$ cat src/rtl/lab3_dg_keyscan.sv
// 4x4 matrix keypad scanner with row synchroniser and press/release debounce.
// Drives active-low one-hot columns and reports {row_n, col_n} of each accepted
// press on keypress, together with a single-cycle alarm strobe.
module lab3_dg_keyscan #(
  parameter int unsigned SCAN_DIV        = 4,
  parameter int unsigned DEBOUNCE_CYCLES = 8,
  parameter int unsigned SYNC_STAGES     = 2
) (
  input  logic       int_osc,
  input  logic       reset,
  input  logic [3:0] row_n,
  output logic [3:0] col_n,
  output logic [7:0] keypress,
  output logic       alarm
);

  localparam int unsigned DW = (SCAN_DIV > 1) ? $clog2(SCAN_DIV) : 1;
  localparam int unsigned CW = $clog2(DEBOUNCE_CYCLES + 1);

  typedef enum logic [1:0] {SCAN, DEBOUNCE, HELD, RELEASE} state_t;

  state_t        r_state, w_state_nxt;
  logic [3:0]    r_sync [SYNC_STAGES];
  logic [3:0]    r_col, w_col_nxt;
  logic [DW-1:0] r_dwell, w_dwell_nxt;
  logic [CW-1:0] r_db, w_db_nxt;
  logic [CW-1:0] r_rel, w_rel_nxt;
  logic [7:0]    r_cand, w_cand_nxt;
  logic [7:0]    r_keypress, w_keypress_nxt;
  logic          r_alarm, w_alarm_nxt;

  logic [3:0]    w_row_s;
  logic [3:0]    w_low;
  logic          w_one_low;
  logic          w_cap_high;
  logic [3:0]    w_col_adv;

  // Row synchroniser: the raw pins feed only the first stage.
  always_ff @(posedge int_osc or posedge reset) begin
    if (reset) begin
      for (int unsigned i = 0; i < SYNC_STAGES; i++) r_sync[i] <= '1;
    end else begin
      r_sync[0] <= row_n;
      for (int unsigned i = 1; i < SYNC_STAGES; i++) r_sync[i] <= r_sync[i-1];
    end
  end

  assign w_row_s    = r_sync[SYNC_STAGES-1];
  assign w_low      = ~w_row_s;
  assign w_one_low  = (w_low != 4'b0000) && ((w_low & (w_low - 4'b0001)) == 4'b0000);
  // Captured row is the single low bit of the candidate row nibble.
  assign w_cap_high = |(w_row_s & ~r_cand[7:4]);
  assign w_col_adv  = {r_col[2:0], r_col[3]};

  // State and datapath registers.
  always_ff @(posedge int_osc or posedge reset) begin
    if (reset) begin
      r_state    <= SCAN;
      r_col      <= 4'b1110;
      r_dwell    <= '0;
      r_db       <= '0;
      r_rel      <= '0;
      r_cand     <= '1;
      r_keypress <= '1;
      r_alarm    <= 1'b0;
    end else begin
      r_state    <= w_state_nxt;
      r_col      <= w_col_nxt;
      r_dwell    <= w_dwell_nxt;
      r_db       <= w_db_nxt;
      r_rel      <= w_rel_nxt;
      r_cand     <= w_cand_nxt;
      r_keypress <= w_keypress_nxt;
      r_alarm    <= w_alarm_nxt;
    end
  end

  // Next-state logic: scan, debounce press, hold, debounce release.
  always_comb begin
    w_state_nxt    = r_state;
    w_col_nxt      = r_col;
    w_dwell_nxt    = '0;
    w_db_nxt       = r_db;
    w_rel_nxt      = r_rel;
    w_cand_nxt     = r_cand;
    w_keypress_nxt = r_keypress;
    w_alarm_nxt    = 1'b0;
    unique case (r_state)
      SCAN: begin
        if (r_dwell == DW'(SCAN_DIV - 1)) begin
          if (w_one_low) begin
            w_cand_nxt  = {w_row_s, r_col};
            w_db_nxt    = CW'(1);
            w_state_nxt = DEBOUNCE;
          end else begin
            w_col_nxt = w_col_adv;
          end
        end else begin
          w_dwell_nxt = r_dwell + DW'(1);
        end
      end
      DEBOUNCE: begin
        if (w_row_s == r_cand[7:4]) begin
          if (r_db >= CW'(DEBOUNCE_CYCLES - 1)) begin
            w_db_nxt       = CW'(DEBOUNCE_CYCLES);
            w_keypress_nxt = r_cand;
            w_alarm_nxt    = 1'b1;
            w_state_nxt    = HELD;
          end else begin
            w_db_nxt = r_db + CW'(1);
          end
        end else begin
          w_db_nxt    = '0;
          w_col_nxt   = w_col_adv;
          w_state_nxt = SCAN;
        end
      end
      HELD: begin
        if (w_cap_high) begin
          w_rel_nxt   = CW'(1);
          w_state_nxt = RELEASE;
        end
      end
      RELEASE: begin
        if (w_cap_high) begin
          if (r_rel >= CW'(DEBOUNCE_CYCLES - 1)) begin
            w_rel_nxt   = CW'(DEBOUNCE_CYCLES);
            w_col_nxt   = w_col_adv;
            w_state_nxt = SCAN;
          end else begin
            w_rel_nxt = r_rel + CW'(1);
          end
        end else begin
          w_state_nxt = HELD;
        end
      end
      default: w_state_nxt = SCAN;
    endcase
  end

  assign col_n    = r_col;
  assign keypress = r_keypress;
  assign alarm    = r_alarm;

endmodule
$ cat config.mk
export PLATFORM = sky130hd
export DESIGN_NAME = lab3_dg_keyscan
export DESIGN_NICKNAME = d
export VERILOG_FILES = /design/src/rtl/lab3_dg_keyscan.sv
export SDC_FILE = /design/constraint.sdc
export NUM_CORES = 1
export LEC_CHECK = 0
export ABC_AREA = 1
export CORE_MARGIN = 1.5
export CORE_UTILIZATION = 34
export DETAILED_ROUTE_END_ITERATION = 16
export PLACE_DENSITY = 0.63
export SYNTH_ARGS = -nofsm -noshare
export SYNTH_HDL_FRONTEND = slang
export SYNTH_SLANG_ARGS = --single-unit
export TNS_END_PERCENT = 5
$ cat constraint.sdc
create_clock -name int_osc -period 2.1 [get_ports int_osc]
set_clock_uncertainty 0.2 [all_clocks]
set_input_delay 0.42 -clock int_osc [delete_from_list [all_inputs] [get_ports int_osc]]
set_output_delay 0.42 -clock int_osc [all_outputs]
set_load 0.01 [all_outputs]
==> out/qor.txt, run 1 <==
Run status = complete, no violations
Vias in the first global route = 1,308
Largest net degree at the start of global routing = 42
Sw Share = 0.314
Total core area = 5510 um2
Startpoint of the tightest hold check path = r_sync[4]
Number of cells on the worst hold path = 0
Class of the most critical setup path = register to primary output
Weighted congestion at the end of routability-driven global placement = 0.839
Reg-to-reg endpoint = col_n[0]
Cell count after synthesis = 206
Slew headroom = 0.747
DRC = 0
Delay of the slowest cell on the worst path = 0.58 ns
Switch Pwr = 0.000600 W
Final routed wirelength across all metal layers = 3200 um
First-pass GRT wire length = 5830 um
CTS clock-pin slew for the worst setup and hold paths = 0.07 ns
IO buf count = 18
Num rows = 27
Longest Clk Path Bufs = 2
Post-synth cell types = 27
Number of vias per cell = 4.30
Power density over the cells = 837 nW/um2
Most common cell after layout, fill and taps aside = nand2_1
Cell at the root of the clock tree = clkbuf_8
Proportion of power drawn by combinational gates = 0.240
Final Hold Fails = 0
Final critical path time including I/O delays and setup = 2.03 ns
Top-Level Pins = 19
Commonest cells after routing, fill and taps aside = 62 x nand2_1, 28 x inv_1, 27 x dfstp_2
Post-detailed-route count of antenna-violating nets = 0
Synthesis-to-layout area growth = 17.9%
Cell with the largest stage delay on the worst path = dfstp_2
Placed cell area = 2200 um2
Avg Synthesized Cell Area = 9.39 um2
Met3 capacity usage during global routing = 0.0349
Worst Max-Slew Pin Slew = 0.378 ns
Total clock buffers created by CTS = 5
Internal = 0.00131 W
Setup-failing EPs final = 0
Placed instance count = 294
Layout Cell Area excl Fill = 2280 um2
DP Wirelength = 2380 um
CP delay by family, top = flip-flops
Fraction of final layout cells with drive strength greater than 1 = 0.243
Clk network pwr share = 0.254
Fraction of the cycle the final worst path needs = 0.968
Chip Width = 78.4 um
H-tree levels = 2
Reg-to-reg critical path startpoint = r_cand[7]
Hold buffer count at cts = 0
Met1 demand-to-capacity share in global routing = 0.149
RSZ-0062 raised after global routing = false
Total Die Area = 6150 um2
Number of violations reported at the end of detailed-routing iteration 0 = 34
Max Transition Viols Final = 0
Synthesis Warnings = 0
Later-pin clock latency in the skew report = 0.29 ns
CTS tree = built
Initial antenna violation count = 0
CP Data Required Time = 1.48 ns
Final #Nets = 242
Kind of end point of the critical path = primary output
Total negative slack for setup checks = 0 ns
Post-Syn Nets = 219
Worst R2R Setup Slack = 0.14 ns
End point of the most critical hold path = w_row_s[0]
Final standard cell count with taps included and fillers excluded = 302
Data arrival, critical path = 1.41 ns
Number of clock sinks seen by CTS = 41
Kind of start point of the critical path = register
IR Drop Worst-Case VDD = 0.377 mV
CP Max Fanout = 4
Post-cts gate resize count = 0
Leakage power of the design = 1.07 nW
Number of diodes = 0
Sequential share of the synthesized area = 0.548
Max-cap violation count = 0
Number of buffers and inverters on the critical path = 1
Cells along the critical path = clkdlybuf4s50_1
Routed WL per cell = 10.6 um
Max Freq = 492 MHz
Die height = 78.4 um
Yosys reg bits = 41
Sum of overflow across all layers after global routing = 0
Worst R2R Path Depth = 9
Path category of the worst min-delay check = register to register
Total global-route track usage = 0.124
Vias after detailed routing = 1,298
Met2 GRT Util = 0.202
Setup bufs post-CTS = 0
Starting density of the core = 0.351
Cell area after technology mapping = 1930 um2
Part of the power in registers = 0.506
Number of detailed-routing iterations run before antenna repair = 3
Busiest metal layer after global routing = met2
[kinds of logic (layout without fill, tap and decap cells)]
| group | after synthesis | after routing | share of synthesized area |
|---|---|---|---|
| AO/OA/AOI/OAI | 27 | 27 | 0.0899 |
| XOR/XNOR | 1 | 1 | 0.00453 |
| adder cells (fa/ha/maj) | 7 | 7 | 0.0453 |
| buffers and inverters | 34 | 58 | 0.0737 |
| flip-flops | 41 | 41 | 0.548 |
| AND/OR/NAND/NOR | 96 | 96 | 0.239 |
[final cells by class]
cell class | instances | area [um2]
multi-input cells | 131 | 732
clock buffers | 7 | 76.3
flip-flops and latches | 41 | 1060
fillers | 542 | 3230
well taps | 72 | 90.1
repair buffers | 19 | 200
clock inverters | 1 | 5.00
inverters | 31 | 116
[sequential cells by signal, indices dropped and copies added, names as in the netlist]
register / flops
r_sync: 4
alarm: 1
r_db: 4
r_dwell: 2
r_state: 2
col_n: 4
keypress: 8
r_cand: 8
r_rel: 4
w_row_s: 4
[metal layers]
metal | wire (um) | share of wire | up-vias
met5 | 0 | 0 | -
met4 | 60 | 0.019 | 0
met3 | 114 | 0.036 | 4
met2 | 1500 | 0.47 | 19
met1 | 1530 | 0.48 | 580
li1 | - | - | 695
[synth_stat cells, drive strengths merged]
cell    n  area (um2)
a21oi   5        28.8
a22oi   1        7.51
a31oi   1        6.26
and3b   1        8.76
buf     3        26.3
dfrtp  14         350
dfstp  27         709
ha      7        87.6
inv    31         116
nand2  66         263
nand3  13        77.6
nand4   1        6.26
nor2   14        98.8
nor3b   1        7.51
o21ai  19         125
o22ai   1        6.26
xor2    1        8.76
[power by group through the flow]
stage	Sequential, W	Combinational, W	Clock, W
CTS	0.000965	0.000466	0.000503
detailed placement	0.000979	0.000464	0
floorplan	0.000965	0.000380	0
global placement	0.000975	0.000456	0
finish	0.000966	0.000459	0.000484
global route	0.000982	0.000536	0.000535
[how the worst max path moves through the flow]
| stage | startpoint | endpoint | depth (start not counted) |
|---|---|---|---|
| global route | r_cand[7] | col_n[0] | 9 |
| finish | col_n[3] | col_n[3] | 1 |
| floorplan | r_cand[7] | keypress[0] | 10 |
| detailed placement | r_cand[7] | col_n[0] | 9 |
| global placement | r_cand[7] | keypress[6] | 9 |
| CTS | col_n[3] | col_n[3] | 1 |
[per-stage QoR]
| step | hold WS (ns) | utilization | setup WS, ns | power, W |
|---|---|---|---|---|
| after floorplan | 0.145 | - | 0.297 | 0.00134 |
| after global placement | 0.146 | 0.399 | 0.150 | 0.00143 |
| after detailed placement | 0.147 | 0.399 | 0.154 | 0.00144 |
| after CTS | 0.158 | 0.414 | 0.0561 | 0.00193 |
| after global routing | 0.161 | 0.414 | 0.00494 | 0.00205 |
| final | 0.158 | 0.414 | 0.0679 | 0.00191 |
(Power assumes the default switching activity.)
==> inputs of run 2 (changes only) <==
CORE_MARGIN = not set   (was 1.5)
PLACE_DENSITY = 0.65   (was 0.63)
clock period = 1.72 ns   (was 2.1 ns; I/O delays follow)
==> run 2 against run 1 <==
Net effect:
- highest routed layer unchanged
- die area fell by 2.5%
- core utilization rose by 6.2 points
- cell count rose by 7.0%
- the flow now finishes with violations (negative setup slack)
==> out/qor.txt, run 2 (synthesized netlist as in run 1, its figures left out) <==
Path category of the worst min-delay check = register to register (unchanged)
Run status = finished, violations left (was complete, no violations)
CP delay by family, top = flip-flops (unchanged)
Leakage power of the design = 1.29 nW (was 1.07 nW)
Final routed wirelength across all metal layers = 3510 um (was 3200 um)
Max Freq = 569 MHz
Weighted congestion at the end of routability-driven global placement = 0.828 (was 0.839)
Final critical path time including I/O delays and setup = 1.76 ns
Worst Max-Slew Pin Slew = 0.316 ns (was 0.378 ns)
Initial antenna violation count = 0 (unchanged)
H-tree levels = 2 (unchanged)
Post-placement worst setup slack = -0.103 ns (was 0.154 ns)
Delay of the slowest cell on the worst path = 0.54 ns (was 0.58 ns)
Total core area = 5510 um2 (unchanged)
Fraction of final layout cells with drive strength greater than 1 = 0.398 (was 0.243)
Most common cell after layout, fill and taps aside = nand2_1 (unchanged)
Kind of end point of the critical path = register (was primary output)
Die height = 77.4 um (was 78.4 um)
Routed WL per cell = 10.9 um (was 10.6 um)
Total negative slack for setup checks = -0.234 ns (was 0 ns)
Number of buffers and inverters on the critical path = 2 (was 1)
Chip Width = 77.4 um (was 78.4 um)
Setup bufs post-CTS = 0 (unchanged)
Number of detailed-routing iterations run before antenna repair = 4 (was 3)
Hold buffer count at cts = 0 (unchanged)
Number of diodes = 0 (unchanged)
Final Hold Fails = 0 (unchanged)
Number of violations reported at the end of detailed-routing iteration 0 = 39 (was 34)
Worst slack on hold paths = 0.157 ns (was 0.158 ns)
Setup-failing EPs final = 9 (was 0)
Final standard cell count with taps included and fillers excluded = 323 (was 302)
Power density over the cells = 1110 nW/um2 (was 837 nW/um2)
Sum of overflow across all layers after global routing = 0 (unchanged)
Max-cap violation count = 0 (unchanged)
Total clock buffers created by CTS = 5 (unchanged)
Total Die Area = 5990 um2 (was 6150 um2)
Cell at the root of the clock tree = clkbuf_8 (unchanged)
CP Data Required Time = 1.75 ns (was 1.48 ns)
Total global-route track usage = 0.132 (was 0.124)
# fillers = 515 (was 542)
Number of clock sinks seen by CTS = 41 (unchanged)
Multi-input gate area = 852 um2 (was 732 um2)
Synthesis-to-layout area growth = 35.4% (was 17.9%)
DRC = 0 (unchanged)
Longest Clk Path Bufs = 2 (unchanged)
Num rows = 27 (unchanged)
Placed instance count = 316 (was 294)
Data arrival, critical path = 1.78 ns (was 1.41 ns)
Final #Nets = 263 (was 242)
Cell with the largest stage delay on the worst path = dfstp_2 (unchanged)
Final worst-path setup slack = -0.0367 ns (was 0.0679 ns)
IO buf count = 18 (unchanged)
Commonest cells after routing, fill and taps aside = 58 x nand2_1, 27 x dfstp_2, 24 x inv_1 (was 62 x nand2_1, 28 x inv_1, 27 x dfstp_2)
Max Transition Viols Final = 0 (unchanged)
Class of the most critical setup path = register to register (was register to primary output)
CP Max Fanout = 16 (was 4)
Vias after detailed routing = 1,410 (was 1,298)
Starting density of the core = 0.351 (unchanged)
Failing checks = negative setup slack
DP Wirelength = 2570 um (was 2380 um)
Largest net degree at the start of global routing = 42 (unchanged)
Fraction of the cycle the final worst path needs = 1.02
Kind of start point of the critical path = register (unchanged)
Top-Level Pins = 19 (unchanged)
Slew headroom = 0.789 (was 0.747)
RSZ-0062 raised after global routing = true (was false)
IR Drop Worst-Case VDD = 0.694 mV (was 0.377 mV)
Vias in the first global route = 1,426 (was 1,308)
Sequential cell area in the final layout = 1060 um2 (unchanged)
Post-detailed-route count of antenna-violating nets = 0 (unchanged)
Number of vias per cell = 4.37 (was 4.30)
CTS tree = built (unchanged)
Cells along the critical path = inv_2 > ha_4 > nand2_4 > nor2_8 > nand2_4 > nor2_4 > inv_6 > nand2_1 > o21ai_2 (was clkdlybuf4s50_1)
Fraction of the core area covered by cells at the end of the flow = 0.476 (was 0.414)
CTS clock-pin slew for the worst setup and hold paths = 0.08 ns (was 0.07 ns)
Later-pin clock latency in the skew report = 0.29 ns (about the same)
Library cell appearing most often on the critical path = nand2_4
First-pass GRT wire length = 6180 um (was 5830 um)
## run 2: cell count changes in the layout (fill, tap and decap cells not counted), sizes merged
cell	delta
buf	+21
bufinv	+1
clkbuf	-1
clkdlybuf4s50	-12
dlygate4sd2	+12
## run 2: worst register-to-register path, stage by stage, from the launching register on
cell and delay [ns]:
dfstp_2 0.54, inv_2 0.05, ha_4 0.27, nand2_4 0.06, nor2_8 0.12, nand2_4 0.08
nor2_4 0.14, inv_6 0.10, nand2_1 0.08, o21ai_2 0.05
## run 2: where the power goes
part	total [W]	leakage (nW)	switching, W	internal [W]
sequential	0.00118	0.469	0.0000669	0.00112
combinational	0.000885	0.755	0.000481	0.000404
clock	0.000841	0.0663	0.000324	0.000518
## run 2: metal layers
layer | track usage | part of all wire | wire (um)
met5 | 0 | 0 | 0
met4 | 0.0453 | 0.0085 | 30
met3 | 0.0318 | 0.029 | 101
met2 | 0.227 | 0.48 | 1690
met1 | 0.161 | 0.48 | 1690
## run 2: layout make-up
type,count,share of cell area
flip-flops and latches,41,0.405
multi-input cells,131,0.325
repair buffers,40,0.140
inverters,31,0.0463
clock buffers,6,0.0358
well taps,72,0.0344
clock inverters,2,0.0134
## run 2: stage by stage
stage                     total power [W]  cell area, um2
after floorplan                   0.00174            1990
after global placement            0.00198            2440
after CTS                         0.00289            2570
after global routing              0.00309            2620
final                             0.00291            2620
after detailed placement          0.00201            2440
## run 2: path summary, 6_finish.rpt
path | startpoint | endpoint | slack, ns | cells after the start
worst max-delay path | r_cand[4] | keypress[2] | -0.04 | 9
worst min-delay path | r_sync[6] | w_row_s[2] | 0.16 | 0
worst max register to register | r_cand[4] | keypress[2] | -0.04 | 9
worst min register to register | r_sync[6] | w_row_s[2] | 0.16 | 0
max in group asynchronous | reset | col_n[1] | 0.86 | 3
min in group asynchronous | reset | r_rel[1] | 0.21 | 3
## run 2: what timing repair did
item	CTS	global route
endpoints found under the setup margin	27	27
gates resized for setup	19	14
pin swaps	3	4
gates cloned	0	0
==> inputs of run 3 (changes only) <==
ABC_AREA = not set   (was 1)
==> run 3 against run 2 <==
Net effect:
- the flow still finishes with violations (negative setup slack)
- cell count fell by 18%
- largest power group unchanged
- critical path depth fell by 3
- global-route usage rose by 3.0 points
- sequential power barely moved
- via count fell by 12%
- power fell by 6.6%
- die area fell by 4.0%
- hold slack improved by 0.0013 ns
==> out/qor.txt, run 3 <==
Run status = finished, violations left (unchanged)
Failing checks = negative setup slack (unchanged)
DRC = 0 (unchanged)
DP Wirelength = 2830 um (was 2570 um)
Post-Syn Nets = 145 (was 219)
IR Drop Worst-Case VDD = 0.566 mV (was 0.694 mV)
Final Hold Fails = 0 (unchanged)
Vias after detailed routing = 1,245 (was 1,410)
Die height = 75.9 um (was 77.4 um)
Layout Cell Area excl Fill = 2600 um2 (was 2620 um2)
Max-cap violation count = 0 (unchanged)
Final #Nets = 206 (was 263)
Cell with the largest stage delay on the worst path = dfstp_2 (unchanged)
Clk network pwr share = 0.258 (was 0.289)
Initial antenna violation count = 0 (unchanged)
Post-synth top area cell = dfstp_2 (unchanged)
Proportion of power drawn by combinational gates = 0.306 (was 0.304)
Cell count after synthesis = 132 (was 206)
Number of buffers and inverters on the critical path = 2 (unchanged)
Simple-gate portion of the synthesized area = 0.0910 (was 0.239)
Most common cell after layout, fill and taps aside = buf_4 (was nand2_1)
Number of vias per cell = 4.72 (was 4.37)
Sequential share of the synthesized area = 0.571 (was 0.548)
Worst R2R Path Depth = 6 (was 9)
Sum of overflow across all layers after global routing = 0 (unchanged)
Yosys top cell area share = 0.382 (was 0.367)
Internal = 0.00197 W (was 0.00204 W)
Post-detailed-route count of antenna-violating nets = 0 (unchanged)
Post-Synth XOR/XNOR Area = 0.00944 (was 0.00453)
H-tree levels = 2 (unchanged)
Cells along the critical path = inv_1 > ha_1 > nor3b_4 > buf_12 > a2111oi_4 > mux2_1 (was inv_2 > ha_4 > nand2_4 > nor2_8 > nand2_4 > nor2_4 > inv_6 > nand2_1 > o21ai_2)
Post-synth cell types = 38 (was 27)
Hold buffer count at cts = 0 (unchanged)
Dominant combinational cell family by area after synthesis = multiplexers (was simple AND/OR/NAND/NOR gates)
Setup-failing EPs final = 31 (was 9)
Commonest cells after routing, fill and taps aside = 32 x buf_4, 27 x dfstp_2, 14 x dfrtp_1 (was 58 x nand2_1, 27 x dfstp_2, 24 x inv_1)
Number of diodes = 0 (unchanged)
Max Freq = 460 MHz (was 569 MHz)
Vias in the first global route = 1,343 (was 1,426)
IO buf count = 18 (unchanged)
Most common flop cell mapped by yosys = dfstp_2 (unchanged)
Routed metal-1 wirelength = 1720 um (was 1690 um)
Number of cells on the worst hold path = 0 (unchanged)
Num rows = 26 (was 27)
Post-placement worst setup slack = -0.485 ns (was -0.103 ns)
Synthesis Warnings = 0 (unchanged)
Part of the power in registers = 0.435 (was 0.407)
EDFF count, synth = 0 (unchanged)
Routed WL per cell = 14.6 um (was 10.9 um)
CTS tree = built (unchanged)
Kind of end point of the critical path = register (unchanged)
Post-synthesis adder-cell area fraction = 0.0472 (was 0.0453)
Delay of the slowest cell on the worst path = 0.53 ns (was 0.54 ns)
CP delay by family, top = flip-flops (unchanged)
Leakage power of the design = 1.21 nW (was 1.29 nW)
Top sig layer = met4 (unchanged)
Worst Max-Slew Pin Slew = 0.500 ns (was 0.316 ns)
Longest Clk Path Bufs = 2 (unchanged)
Starting density of the core = 0.359 (was 0.351)
Largest net degree at the start of global routing = 42 (unchanged)
Max Transition Viols Final = 0 (unchanged)
Fraction of final layout cells with drive strength greater than 1 = 0.531 (was 0.398)
Data arrival, critical path = 2.15 ns (was 1.78 ns)
Total Die Area = 5760 um2 (was 5990 um2)
First element of the critical path = r_cand[5] (was r_cand[4])
Number of violations reported at the end of detailed-routing iteration 0 = 59 (was 39)
Total clock buffers created by CTS = 5 (unchanged)
CP Data Required Time = 1.69 ns (was 1.75 ns)
Power density over the cells = 1040 nW/um2 (was 1110 nW/um2)
Total global-route track usage = 0.162 (was 0.132)
Final worst-path setup slack = -0.456 ns (was -0.0367 ns)
Most frequent cell after synthesis = dfstp_2 (was nand2_1)
Weighted congestion at the end of routability-driven global placement = 0.808 (was 0.828)
Worst R2R Setup Slack = -0.46 ns (was -0.04 ns)
Avg Synthesized Cell Area = 14.1 um2 (was 9.39 um2)
Sw Share = 0.276 (was 0.300)
Later-pin clock latency in the skew report = 0.29 ns (about the same)
Fraction of the mapped netlist area in compound gates = 0.113 (was 0.0899)
DR WL met3 = 115 um (was 101 um)
Yosys reg bits = 41 (unchanged)
Cell area after technology mapping = 1860 um2 (was 1930 um2)
Total core area = 5170 um2 (was 5510 um2)
Number of detailed-routing iterations run before antenna repair = 4 (unchanged)
Chip Width = 75.9 um (was 77.4 um)
Cell at the root of the clock tree = clkbuf_8 (unchanged)
Number of clock sinks seen by CTS = 41 (unchanged)
Class of the most critical setup path = register to register (unchanged)
Slew headroom = 0.665 (was 0.789)
Fraction of synthesized area in multiplexers = 0.138 (was 0)
Cells taking the most area after synthesis = dfstp_2 38%, dfrtp_1 19%, mux2_1 7.3%, mux2_4 6.5%, ha_1 4.7% (was dfstp_2 37%, dfrtp_1 18%, nand2_1 12%, inv_1 5.4%, ha_1 4.5%)
Path category of the worst min-delay check = register to register (unchanged)
First-pass GRT wire length = 6710 um (was 6180 um)
CTS clock-pin slew for the worst setup and hold paths = 0.07 ns (was 0.08 ns)
RSZ-0062 raised after global routing = true (unchanged)
Post-synthesis async set-or-reset flop share = 1.00 (unchanged)
Most used standard cells in the synthesized netlist = 27 x dfstp_2, 14 x dfrtp_1, 12 x mux2_1 (was 62 x nand2_1, 28 x inv_1, 27 x dfstp_2)
# fillers = 453 (was 515)
Fraction of the cycle the final worst path needs = 1.27 (was 1.02)
Reg-to-reg endpoint = col_n[0] (was keypress[2])
Final critical path time including I/O delays and setup = 2.18 ns (was 1.76 ns)
CP Max Fanout = 4 (was 16)
Reg-to-reg critical path startpoint = r_cand[5] (was r_cand[4])
Synthesis-to-layout area growth = 40.3% (was 35.4%)
Placed cell area = 2450 um2 (was 2440 um2)
Top-Level Pins = 19 (unchanged)
Startpoint of the tightest hold check path = r_sync[7] (was r_sync[6])
Amount of wire on met2 after detailed routing = 1910 um (was 1690 um)
Switch Pwr = 0.000750 W (was 0.000871 W)
Final routed wirelength across all metal layers = 3850 um (was 3510 um)
End point of the most critical hold path = w_row_s[3] (was w_row_s[2])
Kind of start point of the critical path = register (unchanged)
-- run 3: changes by cell type after synthesis, sizes merged, moves of 2 or more --
| cell | change |
|---|---|
| and2 | +2 |
| mux2 | +20 |
| nor2 | -5 |
| nand2 | -59 |
| a21o | +4 |
| inv | -24 |
| o21ai | -17 |
| nand3 | -11 |
| a32oi | +3 |
| xnor2 | +2 |
-- run 3: how the worst max path moves through the flow --
stage / end / cells past startpoint
after detailed placement: keypress[3] / 7
after global routing: col_n[0] / 6
after floorplan: keypress[0] / 7
after CTS: col_n[0] / 6
after global placement: col_n[0] / 6
final: col_n[0] / 6
-- run 3: area by class of cell --
type | count | area (um2) | share of cell area
inverters | 7 | 26.3 | 0.0101
well taps | 70 | 87.6 | 0.0337
clock inverters | 1 | 8.76 | 0.00337
multi-input cells | 81 | 810 | 0.311
repair buffers | 57 | 513 | 0.197
flip-flops and latches | 41 | 1060 | 0.407
clock buffers | 7 | 97.6 | 0.0375
-- run 3: worst register-to-register path: cells and delay by family (launching register included) --
kind | cells | cell delay [ns]
compound gates | 1 | 0.34
fa+ha+maj | 1 | 0.28
buf+inv | 2 | 0.17
flops | 1 | 0.53
mux | 1 | 0.37
simple gates | 1 | 0.17
-- run 3: stage by stage --
step | util | total power [W] | hold slack, ns | instances | TNS [ns]
after floorplan | - | 0.00164 | 0.145 | 132 | -6.22
after global placement | 0.473 | 0.00194 | 0.146 | 255 | -7.68
after detailed placement | 0.473 | 0.00199 | 0.147 | 255 | -9.16
after CTS | 0.503 | 0.00274 | 0.159 | 264 | -8.76
after global routing | 0.503 | 0.00288 | 0.162 | 264 | -11.06
final | 0.503 | 0.00272 | 0.158 | 264 | -8.88
-- run 3: power by group through the flow --
stage               Sequential (W)  Combinational, W  Clock (W)
CTS                        0.00118          0.000829   0.000731
floorplan                  0.00119          0.000445          0
detailed placement         0.00120          0.000789          0
global placement           0.00119          0.000752          0
global route               0.00120          0.000911   0.000772
finish                     0.00118          0.000832   0.000701
-- run 3: per-layer routing --
metal / track usage / up-vias
met5: 0 / -
met4: 0.0679 / 0
met3: 0.0357 / 9
met2: 0.274 / 27
met1: 0.199 / 614
li1: - / 595
-- run 3: logic make-up (layout without fill, tap and decap cells) --
| family | after synthesis | in the layout |
|---|---|---|
| adder cells (fa/ha/maj) | 7 | 7 |
| multiplexers | 20 | 20 |
| XOR/XNOR | 2 | 2 |
| AO/OA/AOI/OAI | 24 | 24 |
| buffers and inverters | 10 | 72 |
| AND/OR/NAND/NOR | 28 | 28 |
| flip-flops | 41 | 41 |
-- run 3: timing repair --
item,CTS,global route
hold endpoints to repair,0,0
endpoints found under the setup margin,43,32
resized for setup,23,1
pin swaps,11,0
buffers inserted,1,0
==> variant 1: new RTL, config.mk and constraints of run 2 <==
The 4 states of `state_t` get a one-hot encoding in 4 bits.
--- a/src/rtl/lab3_dg_keyscan.sv
+++ b/src/rtl/lab3_dg_keyscan.sv
@@ -19,3 +19,3 @@
 
-  typedef enum logic [1:0] {SCAN, DEBOUNCE, HELD, RELEASE} state_t;
+  typedef enum logic [3:0] {SCAN = 4'b0001, DEBOUNCE = 4'b0010, HELD = 4'b0100, RELEASE = 4'b1000} state_t;
 
Function: no difference found for any inputs over 10 cycles, from zero or initial values and one cycle with reset high; not proved beyond that.
==> variant 1 against run 2 <==
The flow still finishes with violations (negative setup slack). Final cell count increased by 8.4%. Cell area grew 4.3%. Worst setup slack worse by 0.082 ns. Power is 1.7% lower. Fmax is 4.4% lower. Synthesized area up 8.3%. Wire length rose by 16%. Hold slack hardly changed. Sequential cell count increased by 2. Critical path type unchanged.
==> variant 1: results (changes against run 2) <==
power share of the combinational group=0.351 (was 0.304); Leakage=1.36 nW (was 1.29 nW); Post-Route Hold Slack=0.157 ns (about the same); portion of the post-synthesis area used by sequential elements=0.530 (was 0.548); Fin Setup TNS=-1.13 ns (was -0.234 ns); # rows=28 (was 27); synthesized instance count=233 (was 206); synth unique cells=25 (was 27); routed vias/inst=4.58 (was 4.37); largest cells by area after synthesis=dfstp_2 35%, dfrtp_1 18%, nand2_1 14% (was dfstp_2 37%, dfrtp_1 18%, nand2_1 12%); destination of the worst hold path=w_row_s[0]$_DFF_PP1_ (was w_row_s[2]$_DFF_PP1_); failing checks=negative setup slack (unchanged); wire length per cell=11.6 um (was 10.9 um); HPWL after detailed placement=2860 um (was 2570 um); pin count of the biggest net entering global routing=44 (was 42); largest vdd supply drop=0.576 mV (was 0.694 mV); first-pass GRT wire length=6800 um (was 6180 um); net count after synthesis=246 (was 219); minimum setup slack after placement=-0.171 ns (was -0.103 ns); global routing usage summed across all routing layers=0.139 (was 0.132); DRC marker count from the first detailed-route iteration=103 (was 39); clk buf depth=2 (unchanged); startpoint of the worst hold path=r_sync[4]$_DFF_PP1_ (was r_sync[6]$_DFF_PP1_); setup fix buffers added after clock tree synthesis=0 (unchanged); post-cts gate resize count=21 (was 19); Post-Place Cell Area=2500 um2 (was 2440 um2); run status=complete, but fails checks (unchanged); leading cell types by count after synthesis=76 x nand2_1, 28 x dfstp_2, 26 x inv_1 (was 62 x nand2_1, 28 x inv_1, 27 x dfstp_2); final weighted congestion in routability-driven placement=0.845 (was 0.828); number of global-route vias before repair=1482 (was 1426); maximum net fanout on the critical path=3 (was 16); NumNets Final=287 (was 263); fin cells=350 (was 323); worst rel slew slack=0.790 (was 0.789); count of endpoints failing setup in the final report=20 (was 9); worst setup path endpoint=r_db[0]$_DFFE_PP0P_ (was keypress[2]$_DFFE_PP1P_); internal portion of total power=0.00188 W (was 0.00204 W); slack of the critical path=-0.118 ns (was -0.0367 ns); start point of the critical path=r_cand[4]$_DFFE_PP1P_ (unchanged); Inst Count DP=337 (was 316)
==> variant 1: cell types whose count changed in the layout (fill, tap and decap cells not counted), moves of 3 or more <==
cell and delta:
nor2_1 +10, o21ai_1 -8, inv_1 -6, buf_4 -4, nand3_1 +7, nand2_2 +3
nand2_1 +11, inv_2 +4, o21ai_2 +4
==> variant 1: routing by layer <==
metal,part of all wire,wire [um],global-route usage,up-vias
met4,0.021,86,0.0696,0
met3,0.025,101,0.0273,7
li1,-,-,-,818
met2,0.44,1790,0.215,29
met5,0,0,0,-
met1,0.51,2080,0.184,748
==> variant 1: cells by family (layout without fill, tap and decap cells) <==
| logic type | Yosys count | count (layout) | share of synthesized area |
|---|---|---|---|
| AOI/OAI and AO/OA | 25 | 25 | 0.0878 |
| buffers and inverters | 33 | 75 | 0.0663 |
| and+or+nand+nor | 125 | 125 | 0.274 |
| adders and majority gates | 7 | 7 | 0.0418 |
| DFF | 43 | 43 | 0.530 |
==> variant 1: area by class of cell <==
cell class | instances | area (um2)
clock buffers | 5 | 68.8
clock inverters | 3 | 15.0
fillers | 567 | 3190
inverters | 31 | 121
multi-input cells | 157 | 992
flip-flops and latches | 43 | 1110
well taps | 75 | 93.8
repair buffers | 36 | 330
==> variant 1: critical path, stage by stage, from the launching register on <==
cell,delay [ns]
dfstp_2,0.55
inv_2,0.05
ha_4,0.27
nand2_4,0.05
nor2_4,0.15
buf_6,0.14
buf_6,0.09
buf_4,0.09
a31oi_1,0.06
a21oi_1,0.12
==> variant 1: power by group through the flow <==
stage	combinational, W	sequential, W	clock [W]
after floorplan	0.000589	0.00123	0
after global placement	0.000806	0.00124	0
after detailed placement	0.000826	0.00124	0
after CTS	0.000882	0.00123	0.000648
after global routing	0.00111	0.00125	0.000696
final	0.00100	0.00123	0.000623
==> variant 2: new RTL, config.mk and constraints of run 2 <==
Without the edit above. Set the parameter `DEBOUNCE_CYCLES` to 16 (it was 8).
--- a/src/rtl/lab3_dg_keyscan.sv
+++ b/src/rtl/lab3_dg_keyscan.sv
@@ -5,3 +5,3 @@
   parameter int unsigned SCAN_DIV        = 4,
-  parameter int unsigned DEBOUNCE_CYCLES = 8,
+  parameter int unsigned DEBOUNCE_CYCLES = 16,
   parameter int unsigned SYNC_STAGES     = 2
Check against the original RTL: no difference found for any inputs over 10 cycles, from zero or initial values and one cycle with reset high; that may be too few to reach the edited logic, so the function may still have changed.
==> variant 2 against run 2 <==
The flow still finishes with violations (negative setup slack). Clock power is 7.5% lower. Synthesized area is 5.6% higher. Power is 0.26% lower. Utilization is 2.2 points higher. Largest power group unchanged. Critical path type unchanged. Sequential cell count is 2 higher. Cell area is 7.2% higher. Worst setup slack worse by 0.014 ns. Critical endpoint is now r_db[2]$_DFFE_PP0P_. Wire length is 12% higher.
==> variant 2: results (changes against run 2) <==
run status=complete, but fails checks (unchanged); failing checks=negative setup slack (unchanged); Clock Latency Late Sink=0.30 ns; slack of the critical path=-0.0509 ns (was -0.0367 ns); pin count of the biggest net entering global routing=44 (was 42); internal portion of total power=0.00197 W (was 0.00204 W); number of CTS-inserted buffers=5 (unchanged); Post-Route Hold Slack=0.158 ns (was 0.157 ns); clock input transition at the sequential cells of the worst setup and hold paths=0.08 ns (about the same); destination of the worst hold path=w_row_s[2]$_DFF_PP1_ (unchanged); maximum net fanout on the critical path=3 (was 16); largest vdd supply drop=0.462 mV (was 0.694 mV); worst rel slew slack=0.815 (was 0.789); number of filler instances in the final layout=512 (was 515); startpoint of the worst hold path=r_sync[6]$_DFF_PP1_ (unchanged); final weighted congestion in routability-driven placement=0.819 (was 0.828); count of antenna diodes in the layout=0 (unchanged); Combinational Power=0.000881 W (was 0.000885 W); HPWL after detailed placement=2760 um (was 2570 um); fraction of layout cells with a size suffix above 1=0.425 (was 0.398); net count after synthesis=239 (was 219); total via count in the routed design=1590 (was 1410); CTS H-Tree Depth=2 (unchanged); worst hold path class=register to register (unchanged); reg2reg path depth=9 (unchanged); Seq. pwr=0.00124 W (was 0.00118 W); Leakage=1.35 nW (was 1.29 nW); global routing usage summed across all routing layers=0.144 (was 0.132); Hold Path Cell Cnt=0 (unchanged); clock tree root driver cell=clkbuf_8 (unchanged); clk buf depth=2 (unchanged); portion of the post-synthesis area used by sequential elements=0.544 (was 0.548); critical path class=register to register (unchanged); count of endpoints failing setup in the final report=15 (was 9); DRC marker count from the first detailed-route iteration=84 (was 39); largest cells by area after synthesis=dfstp_2 35%, dfrtp_1 20%, nand2_1 12% (was dfstp_2 37%, dfrtp_1 18%, nand2_1 12%); leading cell types by count after synthesis=67 x nand2_1, 31 x inv_1, 27 x dfstp_2 (was 62 x nand2_1, 28 x inv_1, 27 x dfstp_2); # port buffers=18 (unchanged); delay of the slowest cell on the worst path=0.38 ns (was 0.54 ns); start point of the critical path=r_db[0]$_DFFE_PP0P_ (was r_cand[4]$_DFFE_PP1P_); first-pass GRT wire length=6930 um (was 6180 um); NumNets Final=287 (was 263); fraction of synthesis flops using an asynchronous set or reset pin=1.00 (unchanged); first-pass iteration count of the detailed router=4 (unchanged); reg2reg end=r_db[2]$_DFFE_PP0P_ (was keypress[2]$_DFFE_PP1P_); cell with the largest stage delay on the worst path=dfrtp_1 (was dfstp_2); arrival time of the worst setup path=1.79 ns; Synth warnings=0 (unchanged); wire length per cell=11.4 um (was 10.9 um); initial antenna violation count=0 (unchanged); synth unique cells=26 (was 27)
[variant 2: layer usage]
metal	track usage	vias up	routed length (um)	part of all wire
met5	0	-	0	0
met2	0.234	23	1940	0.49
met1	0.174	746	1780	0.45
met4	0.0600	0	61	0.016
li1	-	816	-	-
met3	0.0480	5	136	0.035
[variant 2: repair_timing]
item / in CTS / in global routing
setup endpoints to repair: 35 / 36
gates cloned: 0 / 0
endpoints found under the hold margin: 0 / 0
pin swaps: 3 / 12
setup buffers: 0 / 1
resized for setup: 23 / 50
[variant 2: cell families after synthesis]
kind of cell,count (synthesis),share of synthesized area
compound gates,23,0.0650
xor+xnor,1,0.00429
fa+ha+maj,9,0.0551
buf+inv,36,0.0748
flops,43,0.544
simple gates,112,0.257
[variant 2: final cells by class]
cell class	instances	area (um2)	share of cell area
flip-flops and latches	43	1110	0.395
multi-input cells	145	980	0.349
repair buffers	43	370	0.132
inverters	34	140	0.0499
clock buffers	7	108	0.0383
well taps	72	90.1	0.0321
clock inverters	1	8.76	0.00312
[variant 2: through the flow]
step / TNS (ns) / power [W] / instances / setup slack [ns] / instance area (um2)
finish: -0.341 / 0.00290 / 345 / -0.0509 / 2810
global route: -2.47 / 0.00311 / 345 / -0.135 / 2810
CTS: -1.03 / 0.00279 / 344 / -0.0997 / 2650
detailed placement: -1.58 / 0.00198 / 336 / -0.129 / 2520
global placement: -1.09 / 0.00197 / 336 / -0.107 / 2520
floorplan: -0.0428 / 0.00173 / 224 / -0.00646 / 2080
[variant 2: worst max-delay path: cells and delay by family (launching register included)]
kind / cells / cell delay (ns)
adder cells (fa/ha/maj): 2 / 0.39
AO/OA/AOI/OAI: 1 / 0.14
flip-flops: 1 / 0.38
buffers and inverters: 1 / 0.10
AND/OR/NAND/NOR: 5 / 0.48
